--- src/rtl/alu4_arbiter.sv ---
// Two-requester round-robin front end for a shared 4-bit ALU.
// A transaction is IDLE -> EXEC -> DONE; the granted requester's operands are
// latched on entry to EXEC and the registered result/flags update on EXEC -> DONE.

// Combinational 4-bit ALU with C/N/Z/V flags.
// Opcodes: 000 NOT A, 001 NOT B, 010 AND, 011 OR, 100 XOR, 101 XNOR, 110 ADD, 111 SUB.
module alu4 (
  input  logic [3:0] a,
  input  logic [3:0] b,
  input  logic [2:0] op,
  output logic [3:0] y,
  output logic       c,
  output logic       n,
  output logic       z,
  output logic       v
);
  localparam int unsigned DW = 4;

  logic [DW:0] sum;

  // Operation select; logic ops leave carry and overflow clear.
  always_comb begin
    y   = '0;
    c   = 1'b0;
    v   = 1'b0;
    sum = '0;
    unique case (op)
      3'b000: y = ~a;
      3'b001: y = ~b;
      3'b010: y = a & b;
      3'b011: y = a | b;
      3'b100: y = a ^ b;
      3'b101: y = ~(a ^ b);
      3'b110: begin
        sum = {1'b0, a} + {1'b0, b};
        y   = sum[DW-1:0];
        c   = sum[DW];
        v   = (a[DW-1] == b[DW-1]) && (y[DW-1] != a[DW-1]);
      end
      default: begin
        // Subtract as a + ~b + 1, so carry means "no borrow".
        sum = {1'b0, a} + {1'b0, ~b} + (DW+1)'(1);
        y   = sum[DW-1:0];
        c   = sum[DW];
        v   = (a[DW-1] != b[DW-1]) && (y[DW-1] != a[DW-1]);
      end
    endcase
    n = y[DW-1];
    z = (y == '0);
  end
endmodule

module alu4_arbiter (
  input  logic       clk,
  input  logic       reset_n,
  input  logic       req0,
  input  logic [3:0] a0,
  input  logic [3:0] b0,
  input  logic [2:0] op0,
  input  logic       req1,
  input  logic [3:0] a1,
  input  logic [3:0] b1,
  input  logic [2:0] op1,
  output logic       gnt0,
  output logic       gnt1,
  output logic       done0,
  output logic       done1,
  output logic [3:0] result,
  output logic       c,
  output logic       n,
  output logic       z,
  output logic       v
);
  localparam int unsigned DW = 4;
  localparam int unsigned OW = 3;

  typedef enum logic [1:0] {
    IDLE    = 2'b00,
    EXEC    = 2'b01,
    DONE    = 2'b10,
    ILLEGAL = 2'b11
  } state_t;

  state_t          state, state_d;
  logic            last, last_d;
  logic            sel, sel_d;
  logic [DW-1:0]   a_lat, a_d;
  logic [DW-1:0]   b_lat, b_d;
  logic [OW-1:0]   op_lat, op_d;
  logic            gnt0_d, gnt1_d, done0_d, done1_d;
  logic [DW-1:0]   result_d;
  logic            c_d, n_d, z_d, v_d;
  logic            win1_c;

  logic [DW-1:0]   alu_y;
  logic            alu_c, alu_n, alu_z, alu_v;

  alu4 u_alu (
    .a  (a_lat),
    .b  (b_lat),
    .op (op_lat),
    .y  (alu_y),
    .c  (alu_c),
    .n  (alu_n),
    .z  (alu_z),
    .v  (alu_v)
  );

  // Requester 1 wins when alone, or on a tie when requester 0 was served last.
  assign win1_c = req1 & (~req0 | ~last);

  // State register.
  always_ff @(posedge clk or negedge reset_n) begin
    if (!reset_n) state <= IDLE;
    else          state <= state_d;
  end

  // Next-state logic.
  always_comb begin
    state_d = IDLE;
    unique case (state)
      IDLE:    state_d = (req0 | req1) ? EXEC : IDLE;
      EXEC:    state_d = DONE;
      DONE:    state_d = IDLE;
      default: state_d = IDLE;
    endcase
  end

  // Next values for the operand latches, pointer, strobes and result registers.
  always_comb begin
    last_d   = last;
    sel_d    = sel;
    a_d      = a_lat;
    b_d      = b_lat;
    op_d     = op_lat;
    gnt0_d   = gnt0;
    gnt1_d   = gnt1;
    done0_d  = done0;
    done1_d  = done1;
    result_d = result;
    c_d      = c;
    n_d      = n;
    z_d      = z;
    v_d      = v;
    unique case (state)
      IDLE: begin
        if (req0 | req1) begin
          sel_d  = win1_c;
          a_d    = win1_c ? a1  : a0;
          b_d    = win1_c ? b1  : b0;
          op_d   = win1_c ? op1 : op0;
          gnt0_d = ~win1_c;
          gnt1_d = win1_c;
        end
      end
      EXEC: begin
        result_d = alu_y;
        c_d      = alu_c;
        n_d      = alu_n;
        z_d      = alu_z;
        v_d      = alu_v;
        done0_d  = ~sel;
        done1_d  = sel;
      end
      DONE: begin
        gnt0_d  = 1'b0;
        gnt1_d  = 1'b0;
        done0_d = 1'b0;
        done1_d = 1'b0;
        last_d  = sel;
      end
      default: begin
        gnt0_d  = 1'b0;
        gnt1_d  = 1'b0;
        done0_d = 1'b0;
        done1_d = 1'b0;
      end
    endcase
  end

  // Datapath and output registers; pointer resets to 1 so requester 0 wins the first tie.
  always_ff @(posedge clk or negedge reset_n) begin
    if (!reset_n) begin
      last   <= 1'b1;
      sel    <= 1'b0;
      a_lat  <= '0;
      b_lat  <= '0;
      op_lat <= '0;
      gnt0   <= 1'b0;
      gnt1   <= 1'b0;
      done0  <= 1'b0;
      done1  <= 1'b0;
      result <= '0;
      c      <= 1'b0;
      n      <= 1'b0;
      z      <= 1'b0;
      v      <= 1'b0;
    end else begin
      last   <= last_d;
      sel    <= sel_d;
      a_lat  <= a_d;
      b_lat  <= b_d;
      op_lat <= op_d;
      gnt0   <= gnt0_d;
      gnt1   <= gnt1_d;
      done0  <= done0_d;
      done1  <= done1_d;
      result <= result_d;
      c      <= c_d;
      n      <= n_d;
      z      <= z_d;
      v      <= v_d;
    end
  end
endmodule

--- config.mk ---
export PLATFORM = sky130hd
export DESIGN_NAME = alu4_arbiter
export DESIGN_NICKNAME = d
export VERILOG_FILES = /design/src/rtl/alu4_arbiter.sv
export SDC_FILE = /design/constraint.sdc
export NUM_CORES = 1
export LEC_CHECK = 0
export ABC_AREA = 1
export CAP_MARGIN = 30
export CORE_MARGIN = 2
export CORE_UTILIZATION = 30
export CTS_CLUSTER_DIAMETER = 50
export DETAILED_ROUTE_END_ITERATION = 12
export MAX_ROUTING_LAYER = met4
export REMOVE_ABC_BUFFERS = 1
export SLEW_MARGIN = 20
export SYNTH_ARGS = -nofsm -noshare
export SYNTH_HDL_FRONTEND = slang
export SYNTH_SLANG_ARGS = --single-unit
--- constraint.sdc ---
create_clock -name clk -period 1.82 [get_ports clk]
set_input_delay 0.182 -clock clk [delete_from_list [all_inputs] [get_ports clk]]
set_output_delay 0.182 -clock clk [all_outputs]
set_load 0.01 [all_outputs]
==> impl_results.md, run 1 <==
- Status: finished clean
- # clock sinks: 26
- Worst vdd ir: 0.0007803 V
- Tot Pwr: 0.004307 W
- TritonCTS clock tree: yes
- Maximum number of pins on one net before global-route repair: 27
- Leading area contributor after synthesis: dfrtp_1
- 1st-iter DRT viols: 110
- Synth cell count leaders: nand2_1 (43), nor2_1 (37), inv_1 (27), dfrtp_1 (25), nand3_1 (25)
- FF-to-FF Start: b_lat[0]$_DFFE_PN0P_
- Routed len/inst: 12.18 um
- Worst r2r path cells: 9
- Post-synth EDFFs: 0
- Clock buffer depth: 2
- RePlAce Congestion: 0.9221
- Fin nets: 324
- Die height: 79.76 um
- Sequential area share after synthesis: 37.86%
- DRT Pass-1 Iters: 4
- Cell with the most instances after synthesis: nand2_1
- Setup Crit Path Kind: reg2reg
- Synth-to-layout area growth: 37.21%
- Worst slew pin tran: 0.4060 ns
- Vias in the first global route: 1570
- Dpl cell area: 2256 sq um
- Rel. slew slack: 72.90%
- Die ar.: 6361 sq um
- Critical path, cell by cell: buf_4 -> ha_2 -> fa_2 -> inv_1 -> nand2_1 -> nand3_2 -> nor2_2 -> nand3_1 -> nand2_1
- Starting Density: 31.07%
- Routed wire length: 4325 um
- DRC viols: 0
- Crit. End Element: register
- FF-to-FF setup slack: 0.07 ns
- RSZ-0062 raised after global routing: true
- CTS Hold Buffers Added: 0
- Critical Path Most Common Cell: nand2_1
- Clk_lat worst skew: 0.27 ns
- Worst R2R End: z$_DFFE_PN0P_
- Final hold viol count: 0
- Max stage delay on crit path: 0.52 ns
- Sw power: 0.001979 W
- CP bufs+invs: 2
- Combinational share of power: 63.6%
- Htree depth: 1
- Synth Warn #: 0
- Yosys top cell area share: 36.34%
- Synth cell types: 23
- Final setup fails: 0
- Vias: 1671
- Worst Hold Class: in2async
- Switching part of the total: 45.96%
- Core region area: 5540 sq um
- Max Cap Viol: 0
- Async set-reset flop share out of synthesis: 100.0%
- N_diodes: 0
- #FFs+latches synth: 26
- Slowest-stage cell, CP: fa_2
- First-pass GRT wire length: 7224 um
- Antenna-violating nets left: 0
- WP data required: 2.04 ns
- CTS Buf Count: 3
- WP data arrival: 1.97 ns
- CP startpoint: b_lat[0]$_DFFE_PN0P_
- Leakage: 1.127 nW
- Pins over their slew limit: 0
- Worst Path Max Fanout: 3
- Clock skew: 0.007837 ns
- Clock root buffer: clkbuf_8
- Total gr overflow: 0
- Port Buffers: 37
- Layout cells sized above 1: 13.43%
- Internal: 0.002328 W
- Synth Instances: 235
- CP delay by family, top: adder cells
- Synth area leaders: dfrtp_1 (36%), nand2_1 (9.4%), ha_1 (8.7%)
- Clk pwr share: 11.2%
- Minimum clock period: 1.745 ns
- Max Freq: 573.1 MHz
- Final period utilization: 95.88%
- Dpl hpwl: 3368 um
- Power per Cell Area: 1823 nW/um^2
- Initial antenna violation count: 0
- Clock slew at reported path FFs: 0.10 ns
- Synthesized area: 1722 sq um
- Via density per instance: 4.707
- DIE WIDTH: 79.76 um
- Ports: 38
- Row cnt: 27
- Top FF cell, synth: dfrtp_1
- Seq pwr share: 25.1%
- Final Instance Area: 2362 sq um
- Startpoint Class: register
- Mapped Avg Cell Area: 7.326 sq um
- Tot GR Track Use: 15.01%
## kinds of logic after synthesis
logic type,count (synthesis),synth area share (%)
compound gates,41,13.01
simple gates,116,28.78
flops,26,37.86
fa+ha+maj,14,11.05
buf+inv,38,9.303
## metal layers
metal	vias to the layer above	global-route usage (%)	part of all wire, %
met4	0	4.068	1.3
li1	868	-	-
met2	38	22.69	47
met5	-	-	0
met1	760	21.25	48
met3	5	2.036	4.0
## final cells by class
type / instances / area (sq um)
clock buffer: 3 / 41.29
clock inverter: 1 / 30.03
fill: 597 / 3178
inverter: 29 / 108.9
multi-input combinational: 171 / 934.6
sequential: 26 / 654.4
tap: 72 / 90.09
timing repair buffer: 53 / 503.0
## repair_timing
| action | 4_1_cts | 5_1_grt |
|---|---|---|
| resized for setup | 0 | 12 |
| setup buffers | 0 | 1 |
| setup endpoints to repair | 0 | 3 |
## how the worst max path moves through the flow
stage | to | cells after the start
2_1_floorplan | z$_DFFE_PN0P_ | 11
3_3_place_gp | z$_DFFE_PN0P_ | 11
3_5_place_dp | z$_DFFE_PN0P_ | 11
4_1_cts | z$_DFFE_PN0P_ | 11
5_1_grt | z$_DFFE_PN0P_ | 11
6_report | z$_DFFE_PN0P_ | 9
## through the flow
step	utilization [%]	hold slack [ns]	TNS (ns)	std cells	setup slack (ns)
global route	42.64	0.2970	-0.01902	355	-0.01902
global placement	40.72	0.4485	0	350	0.06939
CTS	42.01	0.2701	0	354	0.04255
detailed placement	40.72	0.4694	0	350	0.06094
floorplan	-	-0.1136	0	226	0.1934
finish	42.64	0.2626	0	355	0.07499
## state kept, by name (all words and copies together), names as in the netlist
| register | flops |
|---|---|
| b_lat | 4 |
| last | 1 |
| a_lat | 4 |
| done0 | 1 |
| done1 | 1 |
| c | 1 |
| result | 4 |
| v | 1 |
| gnt0 | 1 |
| gnt1 | 1 |
| z | 1 |
| state | 2 |
| sel | 1 |
| op_lat | 3 |
## layout by cell type (no fill, tap or decap)
| cell type | n |
|---|---|
| nand2_1 | 43 |
| clkdlybuf4s50_1 | 37 |
| nor2_1 | 34 |
| inv_1 | 26 |
| nand3_1 | 24 |
| dfrtp_1 | 23 |
| o21ai_0 | 19 |
| buf_4 | 15 |
| o22ai_1 | 11 |
| ha_1 | 9 |
| nor2_2 | 6 |
| a21oi_1 | 6 |
| nand4_1 | 5 |
| inv_2 | 3 |
| ha_2 | 3 |
| clkbuf_8 | 3 |
| nand3b_1 | 2 |
| o21ai_1 | 2 |
| a31oi_1 | 2 |
| fa_2 | 2 |
| dfrtp_2 | 2 |
| a21o_1 | 1 |
| nor3_1 | 1 |
| nand3_2 | 1 |
| bufinv_16 | 1 |
| dfstp_2 | 1 |
| buf_12 | 1 |
## power by group through the flow
| stage | registers [W] | clock network, W | logic (W) |
|---|---|---|---|
| after floorplan | 0.00112 | 0 | 0.00156 |
| after global placement | 0.00109 | 0 | 0.00267 |
| after detailed placement | 0.00108 | 0 | 0.00266 |
| after CTS | 0.00108 | 0.000501 | 0.00267 |
| after global routing | 0.00112 | 0.000520 | 0.00312 |
| final | 0.00108 | 0.000484 | 0.00274 |
Note: power is estimated with default switching activity, not from simulation.
==> run 2, diff against run 1 <==
PLACE_DENSITY_LB_ADDON = 0.05   (was default)
==> impl_results.md, run 2 (synthesis gave the netlist of run 1 again) <==
- Via density per instance: 4.793
- CTS Buf Count: 3
- Maximum number of pins on one net before global-route repair: 27
- Max Cap Viol: 0
- Worst Hold Class: in2async
- Clock skew: 0.007611 ns
- Htree depth: 1
- Met2 wire length: 1932 um
- Status: finished clean
- Rel. slew slack: 70.30%
- Most frequent cells in the layout: nand2_1 (43), clkdlybuf4s50_1 (37), nor2_1 (34)
- Core region area: 5540 sq um
- TritonCTS clock tree: yes
- Final Instance Area: 2342 sq um
- Pins over their slew limit: 0
- Vias in the first global route: 1589
- Post_cts resized: 0
- Routed wire length: 4476 um
- Leakage: 1.113 nW
- Clk_lat worst skew: 0.28 ns
- 1st-iter DRT viols: 88
- Hold Slack: 0.2605 ns
- Final setup fails: 0
- M1 WL: 2338 um
- Crit. End Element: register
- Setup Crit Path Kind: reg2reg
- RSZ-0062 raised after global routing: true
- N_diodes: 0
- Clock slew at reported path FFs: 0.11 ns
- # clock sinks: 26
- Fin nets: 321
- Ports: 38
- Postcts setup bufs: 0
- Worst vdd ir: 0.0006851 V
- RePlAce Congestion: 0.9344
- Port Buffers: 37
- Dpl hpwl: 3415 um
- Minimum clock period: 1.740 ns
- Row cnt: 27
- Dpl cells: 348
- Regs by FF count: a_lat (4), b_lat (4), result (4)
- Clock root buffer: clkbuf_8
- Post-layout util: 42.28%
- Met3 routed WL: 181 um
- DRT Pass-1 Iters: 4
- Final period utilization: 95.59%
- DRC viols: 0
- Synth-to-layout area growth: 36.05%
- Tot Pwr: 0.004278 W
- Dpl cell area: 2228 sq um
- WP data required: 2.04 ns
- Starting Density: 31.07%
- Worst Path Max Fanout: 4
- First-pass GRT wire length: 7534 um
- Power per Cell Area: 1826 nW/um^2
- Leading cell type in the layout, fill and taps excluded: nand2_1
- DIE WIDTH: 79.76 um
- Die height: 79.76 um
- Final hold viol count: 0
- WP data arrival: 1.96 ns
- Tot GR Track Use: 15.57%
- Routed len/inst: 12.72 um
- Vias: 1687
- Max Freq: 574.8 MHz
- Top Layer Used: met4
- Layout cells sized above 1: 13.21%
- Fillers: 582
- Total gr overflow: 0
- Startpoint Class: register
- Initial antenna violation count: 0
- Clock buffer depth: 2
- Worst slew pin tran: 0.4450 ns
- Antenna-violating nets left: 0
- CTS Hold Buffers Added: 0
- Final Non-Filler Cells: 352
- Die ar.: 6361 sq um
==> run 2: where the power goes <==
part	internal, W	leakage, nW	switching [W]
registers	0.000861	0.318	0.000218
clock network	0.000295	0.0357	0.000206
logic	0.00111	0.759	0.00159
total	0.00226	1.11	0.00202
==> run 2: critical path: stages, from the launching register on <==
cell and delay, ns:
dfrtp_1 0.42, inv_2 0.08, ha_2 0.21, fa_2 0.34
nor2_1 0.14, nand3b_1 0.14, nand3_2 0.09, nor2_2 0.13
nand3_1 0.08, nand2_1 0.06
==> run 2: metrics by stage <==
stage          TNS [ns]  setup WS [ns]
3_5_place_dp          0        0.03759
6_report              0        0.08021
2_1_floorplan         0         0.1934
3_3_place_gp          0        0.06465
5_1_grt        -0.02022       -0.02022
4_1_cts               0       0.008582
==> run 2: metal layers <==
metal,up-vias,global-route usage [%]
met2,37,23.03
met1,786,22.53
met5,-,-
met3,2,2.036
li1,862,-
met4,0,4.237
==> run 2: cell type report <==
class | count | area [sq um] | share of cell area [%]
Sequential cell | 26 | 654.4 | 27.94
Timing Repair Buffer | 50 | 467.9 | 19.98
Inverter | 29 | 108.9 | 4.647
Tap cell | 72 | 90.09 | 3.846
Multi-Input combinational cell | 171 | 949.7 | 40.54
Clock buffer | 3 | 41.29 | 1.763
Clock inverter | 1 | 30.03 | 1.282
==> run 2: worst paths after layout <==
path | start | end | slack, ns | cells past startpoint
worst max register to register | a_lat[0]$_DFFE_PN0P_ | z$_DFFE_PN0P_ | 0.08 | 9
worst min register to register | sel$_DFFE_PN0P_ | done0$_DFFE_PN0N_ | 0.46 | 1
min in group clk | sel$_DFFE_PN0P_ | done0$_DFFE_PN0N_ | 0.46 | 1
worst max-delay path | a_lat[0]$_DFFE_PN0P_ | z$_DFFE_PN0P_ | 0.08 | 9
max in group asynchronous | reset_n | last$_DFFE_PN1N_ | 1.24 | 2
worst min-delay path | reset_n | a_lat[2]$_DFFE_PN0P_ | 0.26 | 2
==> run 3, diff against run 2 <==
RECOVER_POWER = 100   (was default)
==> impl_results.md, run 3 (synthesis gave the netlist of run 1 again) <==
- WP data required: 2.04 ns
- Status: finished clean
- Worst Hold Class: in2async
- Layout cells sized above 1: 12.50%
- Regs by FF count: a_lat (4), b_lat (4), result (4)
- Port Buffers: 37
- Total gr overflow: 0
- Final Non-Filler Cells: 352
- Minimum clock period: 1.769 ns
- # clock sinks: 26
- Clock buffer depth: 2
- Rel. slew slack: 54.98%
- TritonCTS clock tree: yes
- Clk pwr share: 11.8%
- RSZ-0062 raised after global routing: true
- First-pass GRT wire length: 7534 um
- CP delay by family, top: simple AND/OR/NAND/NOR gates
- Htree depth: 1
- DRT Pass-1 Iters: 4
- Die ar.: 6361 sq um
- Critical path, cell by cell: inv_1 -> ha_2 -> fa_2 -> nor2_1 -> nand3b_1 -> nand3_2 -> nor2_2 -> nand3_1 -> nand2_1
- Routed wire length: 4454 um
- Via density per instance: 4.795
- Worst vdd ir: 0.0006539 V
- Leading cell type in the layout, fill and taps excluded: nand2_1
- Power per Cell Area: 1807 nW/um^2
- FF-to-FF Start: a_lat[0]$_DFFE_PN0P_
- Hold Slack: 0.4538 ns
- Routed len/inst: 12.65 um
- Max Cap Viol: 0
- 1st-iter DRT viols: 88
- Clk_lat worst skew: 0.28 ns
- Max stage delay on crit path: 0.41 ns
- Setup Crit Path Kind: reg2reg
- RePlAce Congestion: 0.9344
- Max Freq: 565.3 MHz
- CTS Hold Buffers Added: 0
- Final setup fails: 0
- Leakage: 1.133 nW
- Sw power: 0.002005 W
- Ports: 38
- Dpl cell area: 2228 sq um
- Crit. End Element: register
- Startpoint Class: register
- Worst slew pin tran: 0.6754 ns
- Internal: 0.002218 W
- Antenna-violating nets left: 0
- Dpl cells: 348
- Die height: 79.76 um
- N_diodes: 0
- Core region area: 5540 sq um
- Vias in the first global route: 1589
- Most frequent cells in the layout: nand2_1 (43), nor2_1 (35), inv_1 (26)
- CTS Buf Count: 3
- CP startpoint: a_lat[0]$_DFFE_PN0P_
- Combinational share of power: 62.8%
- Slowest-stage cell, CP: dfrtp_1
- Fillers: 584
- Initial antenna violation count: 0
- Pins over their slew limit: 0
- Maximum number of pins on one net before global-route repair: 27
- Seq pwr share: 25.4%
- Dpl hpwl: 3415 um
- Row cnt: 27
- Final Instance Area: 2337 sq um
- Final hold viol count: 0
- Starting Density: 31.07%
- Worst Path Max Fanout: 4
- CP bufs+invs: 1
- Synth-to-layout area growth: 35.76%
- DIE WIDTH: 79.76 um
- Tot GR Track Use: 15.57%
- Clock slew at reported path FFs: 0.10 ns
- Final period utilization: 97.20%
- Post_cts resized: 0
- Clock skew: 0.006968 ns
- Fin nets: 321
- Clock root buffer: clkbuf_8
- Postcts setup bufs: 0
- Switching part of the total: 47.47%
- Vias: 1688
- WP data arrival: 1.99 ns
- DRC viols: 0
-- run 3: changes by cell type in the layout (fill, tap and decap cells not counted) --
cell             change
inv_1                +1
nor2_2               -1
clkdlybuf4s50_1     -13
buf_4                -1
nor2_1               +1
clkbuf_2             +1
inv_2                -1
dlygate4sd3_1       +13
-- run 3: power by group through the flow --
stage | clock (W) | combinational, W | sequential [W]
2_1_floorplan | 0 | 0.00156 | 0.00112
3_3_place_gp | 0 | 0.00261 | 0.00107
3_5_place_dp | 0 | 0.00258 | 0.00107
4_1_cts | 0.000515 | 0.00260 | 0.00106
5_1_grt | 0.000550 | 0.00302 | 0.00112
6_report | 0.000500 | 0.00265 | 0.00107
-- run 3: area by class of cell --
cell class	count	area (sq um)	share of cell area [%]
clock buffers	3	41.29	1.767
clock inverters	1	30.03	1.285
inverters	29	108.9	4.657
multi-input cells	171	947.2	40.52
flip-flops and latches	26	654.4	28.00
well taps	72	90.09	3.854
repair buffers	50	465.4	19.91
-- run 3: layer usage --
| layer | share of wire, % | vias to the layer above | GRT usage, % |
|---|---|---|---|
| met4 | 0.54 | 0 | 4.237 |
| met3 | 5.0 | 2 | 2.036 |
| met2 | 43 | 38 | 23.03 |
| met5 | 0 | - | - |
| met1 | 51 | 787 | 22.53 |
| li1 | - | 861 | - |
-- run 3: path summary, 6_finish.rpt --
check / cells after the start / endpoint / slack, ns
max in group asynchronous: 2 / a_lat[1]$_DFFE_PN0P_ / 0.90
max reg2reg: 9 / z$_DFFE_PN0P_ / 0.05
min in group clk: 1 / done0$_DFFE_PN0N_ / 0.46
min reg2reg: 1 / done0$_DFFE_PN0N_ / 0.46
min: 2 / a_lat[2]$_DFFE_PN0P_ / 0.45
max: 9 / z$_DFFE_PN0P_ / 0.05
-- run 3: through the flow --
stage,setup slack (ns),util (%),TNS (ns),power (W)
6_report,0.05095,42.19,0,0.004223
3_5_place_dp,0.03759,40.22,0,0.003655
5_1_grt,-0.05704,42.19,-0.05704,0.004697
3_3_place_gp,0.06465,40.22,0,0.003687
4_1_cts,0.008582,41.51,0,0.004178
2_1_floorplan,0.1934,-,0,0.002682
